**config.mk**
```make
export PLATFORM = sky130hd
export DESIGN_NAME = timers_counter
export DESIGN_NICKNAME = d
export VERILOG_FILES = /design/src/rtl/timers_counter.sv
export SDC_FILE = /design/constraint.sdc
export NUM_CORES = 1
export LEC_CHECK = 0
export CAP_MARGIN = 20
export CORE_ASPECT_RATIO = 1.1
export CORE_UTILIZATION = 47
export DETAILED_ROUTE_END_ITERATION = 8
export PLACE_DENSITY = 0.81
export SLEW_MARGIN = 20
export SYNTH_ARGS = -nofsm -noshare
export SYNTH_HDL_FRONTEND = slang
export SYNTH_SLANG_ARGS = --single-unit
export TNS_END_PERCENT = 50
```
**constraint.sdc**
```tcl
create_clock -name pclk -period 3 [get_ports pclk]
set_input_delay 0.6 -clock pclk [delete_from_list [all_inputs] [get_ports pclk]]
set_output_delay 0.6 -clock pclk [all_outputs]
set_load 0.01 [all_outputs]
```
**src/rtl/timers_counter.sv**
```systemverilog
// Dual independent down-counter core: per-timer IDLE/COUNT control, reload, hardware gating and
// one-cycle terminal-count pulses. Optional per-timer 8-bit prescaler enabled by TIMERS_PRESCALER_EN.

module timers_counter_chan #(
  parameter int WIDTH = 32
) (
  input  logic             pclk,
  input  logic             presetn,
  input  logic             en,
  input  logic             mode,
  input  logic             hwen,
  input  logic             ext_gate,
  input  logic [WIDTH-1:0] loadcount,
`ifdef TIMERS_PRESCALER_EN
  input  logic [7:0]       prescale,
`endif
  output logic [WIDTH-1:0] count,
  output logic             irq
);

  localparam logic [0:0] ST_IDLE  = 1'b0;
  localparam logic [0:0] ST_COUNT = 1'b1;

  logic [0:0]       state;
  logic [WIDTH-1:0] reload;
  logic             gate_ok;
  logic             prescale_ok;
  logic             tick;

  assign reload  = mode ? loadcount : {WIDTH{1'b1}};
  assign gate_ok = ~hwen | ext_gate;
  assign tick    = gate_ok & prescale_ok;

`ifdef TIMERS_PRESCALER_EN
  logic [7:0] psc;

  assign prescale_ok = (psc == prescale);

  always_ff @(posedge pclk) begin
    if (!presetn) begin
      psc <= 8'd0;
    end else if (state == ST_IDLE || !en) begin
      psc <= 8'd0;
    end else if (gate_ok) begin
      psc <= prescale_ok ? 8'd0 : psc + 8'd1;
    end
  end
`else
  assign prescale_ok = 1'b1;
`endif

  // Reload has priority over decrement, so the counter never wraps below zero.
  always_ff @(posedge pclk) begin
    if (!presetn) begin
      state <= ST_IDLE;
      count <= '0;
      irq   <= 1'b0;
    end else begin
      irq <= 1'b0;
      case (state)
        ST_IDLE: begin
          count <= '0;
          if (en) begin
            count <= reload;
            state <= ST_COUNT;
          end
        end
        default: begin
          if (!en) begin
            count <= '0;
            state <= ST_IDLE;
          end else if (tick) begin
            if (count == '0) begin
              count <= reload;
              irq   <= 1'b1;
            end else begin
              count <= count - 1'b1;
            end
          end
        end
      endcase
    end
  end

endmodule

module timers_counter #(
  parameter int TIMER1_WIDTH = 32,
  parameter int TIMER2_WIDTH = 32
) (
  input  logic                    pclk,
  input  logic                    presetn,
  input  logic [TIMER1_WIDTH-1:0] timer1loadcount,
  input  logic [TIMER2_WIDTH-1:0] timer2loadcount,
  input  logic [1:0]              timer_en,
  input  logic [1:0]              timer_mode,
  input  logic [1:0]              timer_hwen,
  input  logic [1:0]              timer_ext_gate,
`ifdef TIMERS_PRESCALER_EN
  input  logic [15:0]             timer_prescale,
`endif
  output logic [63:0]             bus_current_value,
  output logic [1:0]              bus_interrupts
);

  logic [TIMER1_WIDTH-1:0] count1;
  logic [TIMER2_WIDTH-1:0] count2;
  logic [31:0]             field1;
  logic [31:0]             field2;

  timers_counter_chan #(.WIDTH(TIMER1_WIDTH)) u_timer1 (
    .pclk      (pclk),
    .presetn   (presetn),
    .en        (timer_en[0]),
    .mode      (timer_mode[0]),
    .hwen      (timer_hwen[0]),
    .ext_gate  (timer_ext_gate[0]),
    .loadcount (timer1loadcount),
`ifdef TIMERS_PRESCALER_EN
    .prescale  (timer_prescale[7:0]),
`endif
    .count     (count1),
    .irq       (bus_interrupts[0])
  );

  timers_counter_chan #(.WIDTH(TIMER2_WIDTH)) u_timer2 (
    .pclk      (pclk),
    .presetn   (presetn),
    .en        (timer_en[1]),
    .mode      (timer_mode[1]),
    .hwen      (timer_hwen[1]),
    .ext_gate  (timer_ext_gate[1]),
    .loadcount (timer2loadcount),
`ifdef TIMERS_PRESCALER_EN
    .prescale  (timer_prescale[15:8]),
`endif
    .count     (count2),
    .irq       (bus_interrupts[1])
  );

  // Zero-extend each counter into its 32-bit field of the bus.
  always_comb begin
    field1 = '0;
    field2 = '0;
    field1[TIMER1_WIDTH-1:0] = count1;
    field2[TIMER2_WIDTH-1:0] = count2;
  end

  assign bus_current_value = {field2, field1};

endmodule
```
==> flow_results.xml, run 1 <==
<?xml version="1.0" encoding="UTF-8"?>
<metrics>
  <group name="worst_hold_path">
    <metric name="min_delay_path_depth" unit="">2</metric>
    <metric name="classification_of_the_worst_slack_hold_path" unit="">reg -&gt; reg</metric>
  </group>
  <group name="grt">
    <metric name="gr-usage-met1" unit="%">39.3</metric>
    <metric name="global_route.usage.total" unit="%">33.7</metric>
    <metric name="grt_start_max_net_pins" unit="">28</metric>
    <metric name="grt_remaining_overflow" unit="">0</metric>
    <metric name="antenna_violations_before_repair" unit="">0</metric>
    <metric name="first_global_vias" unit="">5209</metric>
    <metric name="grt_use_met2" unit="%">59.6</metric>
    <metric name="globalRouteMet3Util" unit="%">5.12</metric>
    <metric name="grt-busiest-layer" unit="">met2</metric>
    <metric name="wire_length_of_the_first_global_routing_pass" unit="mm">25.3</metric>
  </group>
  <group name="drt">
    <metric name="routed_wire_length" unit="mm">16.1</metric>
    <metric name="drt-pass1-iter-count" unit="">5</metric>
    <metric name="dr_total_vias" unit="">5487</metric>
    <metric name="wire_per_inst" unit="um">18.9</metric>
    <metric name="residual_drc" unit="">0</metric>
    <metric name="avgViaCountPerCell" unit="">6.44</metric>
    <metric name="drt_first_iter_violations" unit="">338</metric>
    <metric name="final_antenna_net_count" unit="">0</metric>
  </group>
  <group name="power_and_ir_drop">
    <metric name="cell_internal_pwr" unit="W">0.00184</metric>
    <metric name="static-leakage-power" unit="nW">2.32</metric>
    <metric name="sw_ratio" unit="%">32.7</metric>
    <metric name="seq_power_share" unit="%">38.4</metric>
    <metric name="maximum_resistive_drop_on_vdd" unit="uV">279</metric>
    <metric name="pwr_density_cell" unit="mW/mm^2">439</metric>
    <metric name="power_switching" unit="W">0.000896</metric>
    <metric name="comb_power_share" unit="%">29.6</metric>
    <metric name="share_of_total_power_in_the_clock_network" unit="%">32.1</metric>
  </group>
  <group name="setup_path">
    <metric name="reg2regPathDepth" unit="">6</metric>
    <metric name="critical_path_start_type" unit="">register</metric>
    <metric name="critical_path.endpoint_type" unit="">register</metric>
    <metric name="cp_data_required_time" unit="ns">3.26</metric>
    <metric name="crit_arrival" unit="ns">3.07</metric>
    <metric name="cp_class" unit="">reg -&gt; reg</metric>
    <metric name="worst_path_max_fanout" unit="">16</metric>
  </group>
  <group name="layout">
    <metric name="drive_above_1_share" unit="%">9.35</metric>
    <metric name="fill_cells" unit="">742</metric>
    <metric name="area_growth_syn_to_layout" unit="%">42.3</metric>
    <metric name="finish.instance_area" unit="sq mm">0.00624</metric>
    <metric name="mostFrequentLayoutCells" unit="">clkdlybuf4s50_1 (139), o21ai_0 (92), dfxtp_1 (68), nand2_1 (58), nor2_1 (50)</metric>
    <metric name="ant_cells" unit="">0</metric>
    <metric name="most_common_cell_after_layout_fill_and_taps_aside" unit="">clkdlybuf4s50_1</metric>
    <metric name="num-nets-final" unit="">811</metric>
  </group>
  <group name="timing">
    <metric name="finClkSkew" unit="ns">0.00684</metric>
    <metric name="setup_viol_count_final" unit="">0</metric>
    <metric name="grt_setup_unrepaired" unit="">no</metric>
    <metric name="worst_pin_slew" unit="ns">0.739</metric>
    <metric name="setup_tns" unit="ns">0</metric>
    <metric name="timing_max_transition_violations_final" unit="">0</metric>
    <metric name="finalCriticalPeriod" unit="ns">2.81</metric>
    <metric name="hold_violations" unit="">0</metric>
    <metric name="slew_headroom" unit="%">50.7</metric>
    <metric name="clock.fmax" unit="MHz">355</metric>
    <metric name="layout_worst_path_cycle_share" unit="%">93.8</metric>
  </group>
  <group name="floorplan">
    <metric name="placement_rows" unit="">36</metric>
    <metric name="design.die.area" unit="sq mm">0.00972</metric>
    <metric name="floorplan.io_pins" unit="">140</metric>
    <metric name="initial_utilization" unit="%">48.9</metric>
    <metric name="dieWidth" unit="um">94.1</metric>
    <metric name="floorplan.core_area" unit="sq mm">0.00896</metric>
    <metric name="dieHeight" unit="um">103</metric>
  </group>
  <group name="cts">
    <metric name="cts_root_buf" unit="">clkbuf_8</metric>
    <metric name="clk_pin_slew" unit="ns">0.08</metric>
    <metric name="post_cts_buffers" unit="">0</metric>
    <metric name="numCtsBuffers" unit="">9</metric>
    <metric name="htreeDepth" unit="">3</metric>
    <metric name="ctsLongestPathBuffers" unit="">2</metric>
    <metric name="hold_buffers" unit="">0</metric>
    <metric name="clock_tree_from_tritoncts" unit="">yes</metric>
    <metric name="sink_count_of_the_clock_tree" unit="">68</metric>
    <metric name="cts_repair_resize_count" unit="">0</metric>
    <metric name="clock_latency" unit="ns">0.36</metric>
  </group>
  <group name="synthesis">
    <metric name="syn-instance-count" unit="">585</metric>
    <metric name="synth-edff-count" unit="">0</metric>
    <metric name="post_synth_cell_types" unit="">62</metric>
    <metric name="post_synth_instance_area" unit="sq mm">0.00438</metric>
    <metric name="synth_area_per_cell" unit="sq um">7.49</metric>
    <metric name="async_flop_share" unit="%">0</metric>
    <metric name="ys.warnings.count" unit="">0</metric>
    <metric name="synth-seq-area-share" unit="%">31.1</metric>
    <metric name="ys_dominant_reg_cell" unit="">dfxtp_1</metric>
    <metric name="mappedNetlistNets" unit="">663</metric>
    <metric name="yosys_register_bits" unit="">68</metric>
  </group>
  <group name="run">
    <metric name="max-cap-violations" unit="">0</metric>
  </group>
  <group name="placement">
    <metric name="dpl_cell_area" unit="sq mm">0.00601</metric>
    <metric name="last_weighted_congestion_value_of_the_routability_driven_placer" unit="">0.957</metric>
    <metric name="detailedPlacementHpwl" unit="mm">11.9</metric>
    <metric name="numPortBuffers" unit="">139</metric>
  </group>
  <group name="status">
    <metric name="status" unit="">finished, final reports clean</metric>
  </group>
</metrics>
power by group through the flow:
stage	Sequential (W)	Combinational, W	Clock [W]
2_1_floorplan	0.00107	0.000402	0
3_3_place_gp	0.00106	0.000780	0
3_5_place_dp	0.00107	0.000792	0
4_1_cts	0.00105	0.000798	0.000881
5_1_grt	0.00106	0.000872	0.000929
6_report	0.00105	0.000809	0.000878
critical path, stage by stage, from the launching register on:
cell	delay, ns
dfxtp_1	0.37
or4_1	0.64
or4_1	0.56
o31a_1	0.46
nand2_1	0.29
o21ai_0	0.15
a32o_1	0.24
metrics by stage:
stage	power, W	std cells	util [%]	setup WS [ns]	hold slack, ns
floorplan	0.00147	585	-	0.356	0.489
global placement	0.00184	836	67.1	0.298	0.473
detailed placement	0.00186	836	67.1	0.248	0.477
CTS	0.00272	852	69.6	0.235	0.488
global route	0.00286	852	69.6	0.0730	0.530
finish	0.00274	852	69.6	0.186	0.484
kinds of logic (layout without fill, tap and decap cells):
| logic type | Yosys count | count (layout) | synth area share [%] |
|---|---|---|---|
| AND/OR/NAND/NOR | 236 | 236 | 27.5 |
| AO/OA/AOI/OAI | 211 | 211 | 32.1 |
| flip-flops | 68 | 68 | 31.1 |
| buffers and inverters | 53 | 206 | 5.42 |
| XOR/XNOR | 8 | 8 | 1.60 |
| multiplexers | 5 | 5 | 1.17 |
| adder cells (fa/ha/maj) | 4 | 4 | 1.14 |
synth_stat cells, types with 5 or more instances:
| cell type | number | share of area, % |
|---|---|---|
| a211oi_1 | 5 | 0.86 |
| a21oi_1 | 18 | 2.1 |
| a22o_1 | 9 | 1.8 |
| a31oi_1 | 10 | 1.4 |
| buf_2 | 13 | 1.5 |
| clkbuf_1 | 22 | 1.9 |
| dfxtp_1 | 68 | 31 |
| inv_1 | 11 | 0.94 |
| nand2_1 | 58 | 5.0 |
| nand2b_1 | 6 | 0.86 |
| nand3_1 | 13 | 1.5 |
| nand4_1 | 6 | 0.86 |
| nor2_1 | 50 | 4.3 |
| nor3_1 | 30 | 3.4 |
| nor4_1 | 20 | 2.9 |
| o211ai_1 | 7 | 1.2 |
| o21ai_0 | 92 | 11 |
| o221ai_1 | 12 | 2.4 |
| o31ai_1 | 13 | 2.2 |
| or2_2 | 6 | 0.86 |
| or3_1 | 18 | 2.6 |
| or4_1 | 13 | 2.2 |
| xor2_1 | 7 | 1.4 |
state kept, by name (all words and copies together), names as in the netlist:
register        cells
u_timer2.count     32
u_timer1.irq        1
u_timer1.state      1
u_timer2.irq        1
u_timer1.count     32
u_timer2.state      1
worst paths after layout:
check                             startpoint                               to  slack, ns
max           u_timer2.count[2]$_SDFFE_PN0P_   u_timer2.count[9]$_SDFFE_PN0P_       0.19
min          u_timer2.count[27]$_SDFFE_PN0P_  u_timer2.count[27]$_SDFFE_PN0P_       0.48
max reg2reg   u_timer2.count[2]$_SDFFE_PN0P_   u_timer2.count[9]$_SDFFE_PN0P_       0.19
min reg2reg  u_timer2.count[27]$_SDFFE_PN0P_  u_timer2.count[27]$_SDFFE_PN0P_       0.48
routing by layer:
metal	routed length [um]	part of all wire (%)	up-vias
li1	-	-	2533
met4	505	3.1	0
met2	8000	50	391
met1	5980	37	2510
met3	1630	10	53
met5	0	0	-
cell type report:
type                            count  area, sq um  area share (%)
Clock buffer                       10          138            2.21
Clock inverter                      6         87.6            1.40
Inverter                           13         48.8           0.782
Multi-Input combinational cell    464         2780            44.6
Sequential cell                    68         1360            21.8
Tap cell                          114          143            2.29
Timing Repair Buffer              177         1680            26.9
(Power assumes the default switching activity.)
==> run 2: changes to the inputs <==
- CELL_PAD_IN_SITES_DETAIL_PLACEMENT: not set -> 1
- CELL_PAD_IN_SITES_GLOBAL_PLACEMENT: not set -> 1
- CORE_UTILIZATION: 47 -> 33
- PLACE_DENSITY: 0.81 -> not set
- PLACE_DENSITY_LB_ADDON: not set -> 0.1
==> flow_results.xml, run 2 (synthesized netlist as in run 1, its figures left out) <==
<?xml version="1.0" encoding="UTF-8"?>
<metrics>
  <group name="drt">
    <metric name="drt-pass1-iter-count" unit="">6</metric>
    <metric name="drt_first_iter_violations" unit="">329</metric>
    <metric name="final_antenna_net_count" unit="">0</metric>
    <metric name="residual_drc" unit="">6</metric>
    <metric name="wire_per_inst" unit="um">20.2</metric>
    <metric name="dr_total_vias" unit="">5428</metric>
    <metric name="routed_wire_length" unit="mm">18.4</metric>
    <metric name="avgViaCountPerCell" unit="">5.98</metric>
  </group>
  <group name="setup_path">
    <metric name="r2r-end" unit="">u_timer2.count[10]$_SDFFE_PN0P_</metric>
    <metric name="worst_path_most_repeated_cell" unit="">or3_1</metric>
    <metric name="reg2reg_setup_slack" unit="ns">0.17</metric>
    <metric name="worst-path-buf-inv" unit="">0</metric>
    <metric name="reg2regPathDepth" unit="">5</metric>
    <metric name="worst_path_max_fanout" unit="">16</metric>
    <metric name="cp_data_required_time" unit="ns">3.23</metric>
    <metric name="critical_path_start_type" unit="">register</metric>
    <metric name="critical_path.endpoint_type" unit="">register</metric>
    <metric name="critical-path-max-stage-delay" unit="ns">0.62</metric>
    <metric name="cp_class" unit="">reg -&gt; reg</metric>
    <metric name="critPathTopFamily" unit="">simple AND/OR/NAND/NOR gates</metric>
    <metric name="cp_cell_sequence" unit="">or4_1, or3_1, o31a_1, or3_1, a32o_1</metric>
    <metric name="crit_arrival" unit="ns">3.07</metric>
    <metric name="slowest_stage" unit="">or4_1</metric>
    <metric name="rr_startpoint" unit="">u_timer2.count[19]$_SDFFE_PN0P_</metric>
  </group>
  <group name="placement">
    <metric name="numPortBuffers" unit="">139</metric>
    <metric name="detailedPlace.worstSlack" unit="ns">0.134</metric>
    <metric name="placedCellCount" unit="">893</metric>
    <metric name="last_weighted_congestion_value_of_the_routability_driven_placer" unit="">0.935</metric>
    <metric name="detailedPlacementHpwl" unit="mm">13.8</metric>
  </group>
  <group name="layout">
    <metric name="area_taken_by_multi_input_logic_gates" unit="sq mm">0.00279</metric>
    <metric name="fill_cells" unit="">1591</metric>
    <metric name="ant_cells" unit="">0</metric>
    <metric name="most_common_cell_after_layout_fill_and_taps_aside" unit="">clkdlybuf4s50_1</metric>
    <metric name="regArea" unit="sq mm">0.00136</metric>
    <metric name="layoutNonFillerInstCount" unit="">908</metric>
    <metric name="mostFrequentLayoutCells" unit="">clkdlybuf4s50_1 (139), o21ai_0 (92), dfxtp_1 (68), nand2_1 (57), buf_4 (52)</metric>
    <metric name="layout.core_utilization" unit="%">50.3</metric>
    <metric name="area_growth_syn_to_layout" unit="%">47.0</metric>
    <metric name="num-nets-final" unit="">825</metric>
    <metric name="drive_above_1_share" unit="%">10.8</metric>
    <metric name="largestRegisters" unit="">u_timer1.count: 32 flops, u_timer2.count: 32 flops</metric>
  </group>
  <group name="cts">
    <metric name="cts_root_buf" unit="">clkbuf_16</metric>
    <metric name="clock_latency" unit="ns">0.35</metric>
    <metric name="ctsLongestPathBuffers" unit="">2</metric>
    <metric name="htreeDepth" unit="">3</metric>
    <metric name="clk_pin_slew" unit="ns">0.06</metric>
    <metric name="cts_repair_resize_count" unit="">0</metric>
    <metric name="clock_tree_from_tritoncts" unit="">yes</metric>
    <metric name="sink_count_of_the_clock_tree" unit="">68</metric>
    <metric name="numCtsBuffers" unit="">9</metric>
    <metric name="hold_buffers" unit="">0</metric>
    <metric name="post_cts_buffers" unit="">0</metric>
  </group>
  <group name="status">
    <metric name="violations_in_the_final_reports" unit="">DRC</metric>
    <metric name="status" unit="">finished, violations left</metric>
  </group>
  <group name="timing">
    <metric name="slew_headroom" unit="%">43.9</metric>
    <metric name="layout_worst_path_cycle_share" unit="%">94.4</metric>
    <metric name="finalCriticalPeriod" unit="ns">2.83</metric>
    <metric name="setup_viol_count_final" unit="">0</metric>
    <metric name="finClkSkew" unit="ns">0.00462</metric>
    <metric name="clock.fmax" unit="MHz">353</metric>
    <metric name="setup_tns" unit="ns">0</metric>
    <metric name="grt_setup_unrepaired" unit="">no</metric>
    <metric name="final.setup.worst_slack" unit="ns">0.168</metric>
    <metric name="timing_max_transition_violations_final" unit="">0</metric>
    <metric name="worst_pin_slew" unit="ns">0.842</metric>
    <metric name="hold_violations" unit="">0</metric>
  </group>
  <group name="worst_hold_path">
    <metric name="min_delay_path_depth" unit="">2</metric>
    <metric name="classification_of_the_worst_slack_hold_path" unit="">reg -&gt; reg</metric>
    <metric name="min_delay_worst_endpoint" unit="">u_timer2.count[25]$_SDFFE_PN0P_</metric>
    <metric name="timing.hold.worst.start" unit="">u_timer2.count[25]$_SDFFE_PN0P_</metric>
  </group>
  <group name="floorplan">
    <metric name="placement_rows" unit="">43</metric>
    <metric name="initial_utilization" unit="%">34.2</metric>
    <metric name="floorplan.io_pins" unit="">140</metric>
    <metric name="floorplan.core_area" unit="sq mm">0.0128</metric>
    <metric name="dieHeight" unit="um">123</metric>
    <metric name="dieWidth" unit="um">112</metric>
    <metric name="design.die.area" unit="sq mm">0.0137</metric>
  </group>
  <group name="grt">
    <metric name="global_route.usage.total" unit="%">26.9</metric>
    <metric name="grt_remaining_overflow" unit="">0</metric>
    <metric name="first_global_vias" unit="">5515</metric>
    <metric name="wire_length_of_the_first_global_routing_pass" unit="mm">28.8</metric>
    <metric name="antenna_violations_before_repair" unit="">0</metric>
    <metric name="grt_start_max_net_pins" unit="">28</metric>
  </group>
  <group name="run">
    <metric name="max-cap-violations" unit="">0</metric>
  </group>
  <group name="power_and_ir_drop">
    <metric name="static-leakage-power" unit="nW">2.42</metric>
    <metric name="pwr_density_cell" unit="mW/mm^2">453</metric>
    <metric name="maximum_resistive_drop_on_vdd" unit="uV">254</metric>
  </group>
</metrics>
-- run 2: cell types whose count changed in the layout (fill, tap and decap cells not counted), sizes merged --
cell      delta
buf         +14
bufinv       -2
clkinvlp     -3
clkinv       +1
clkbuf       +3
-- run 2: worst max-delay path by stage --
stage,start,slack (ns),cells past startpoint,endpoint
finish,u_timer2.count[19]$_SDFFE_PN0P_,0.17,5,u_timer2.count[10]$_SDFFE_PN0P_
global route,u_timer1.count[27]$_SDFFE_PN0P_,0.05,7,u_timer1.count[12]$_SDFFE_PN0P_
CTS,u_timer2.count[19]$_SDFFE_PN0P_,0.13,6,u_timer2.count[10]$_SDFFE_PN0P_
detailed placement,u_timer2.count[19]$_SDFFE_PN0P_,0.13,6,u_timer2.count[10]$_SDFFE_PN0P_
global placement,u_timer2.count[19]$_SDFFE_PN0P_,0.24,6,u_timer2.count[9]$_SDFFE_PN0P_
floorplan,u_timer1.count[4]$_SDFFE_PN0P_,0.36,9,u_timer1.count[25]$_SDFFE_PN0P_
-- run 2: worst register-to-register path: cells and delay by family, from the launching register on --
family	cells	cell delay (ns)
compound gates	2	0.81
flops	1	0.36
simple gates	3	1.54
-- run 2: per-stage QoR --
stage	hold WS (ns)	total power [W]	area, sq um
4_1_cts	0.503	0.00293	6440
3_5_place_dp	0.495	0.00190	6170
3_3_place_gp	0.470	0.00189	6170
6_report	0.501	0.00292	6440
2_1_floorplan	0.489	0.00147	4380
5_1_grt	0.527	0.00304	6440
-- run 2: layout make-up --
class | instances | share of cell area, %
Multi-Input combinational cell | 464 | 43.2
Timing Repair Buffer | 191 | 27.6
Sequential cell | 68 | 21.1
Clock buffer | 13 | 4.04
Tap cell | 157 | 3.05
Inverter | 13 | 0.757
Clock inverter | 2 | 0.155
-- run 2: power by group --
part	leakage (nW)	switching, W	internal (W)
clock	0.135	0.000424	0.000598
sequential	0.561	0.0000784	0.000963
combinational	1.72	0.000451	0.000404
-- run 2: per-layer routing --
layer	GRT usage (%)	vias to the layer above	part of all wire, %
li1	-	2554	-
met1	30.2	2627	41
met2	48.8	199	50
met3	4.25	48	5.4
met4	15.0	0	3.7
met5	0	-	0
==> run 3: changes to the inputs <==
- CAP_MARGIN: 20 -> not set
==> results of run 3 <==
Same layout as run 2: the final DEF is identical, and so are final timing and power.
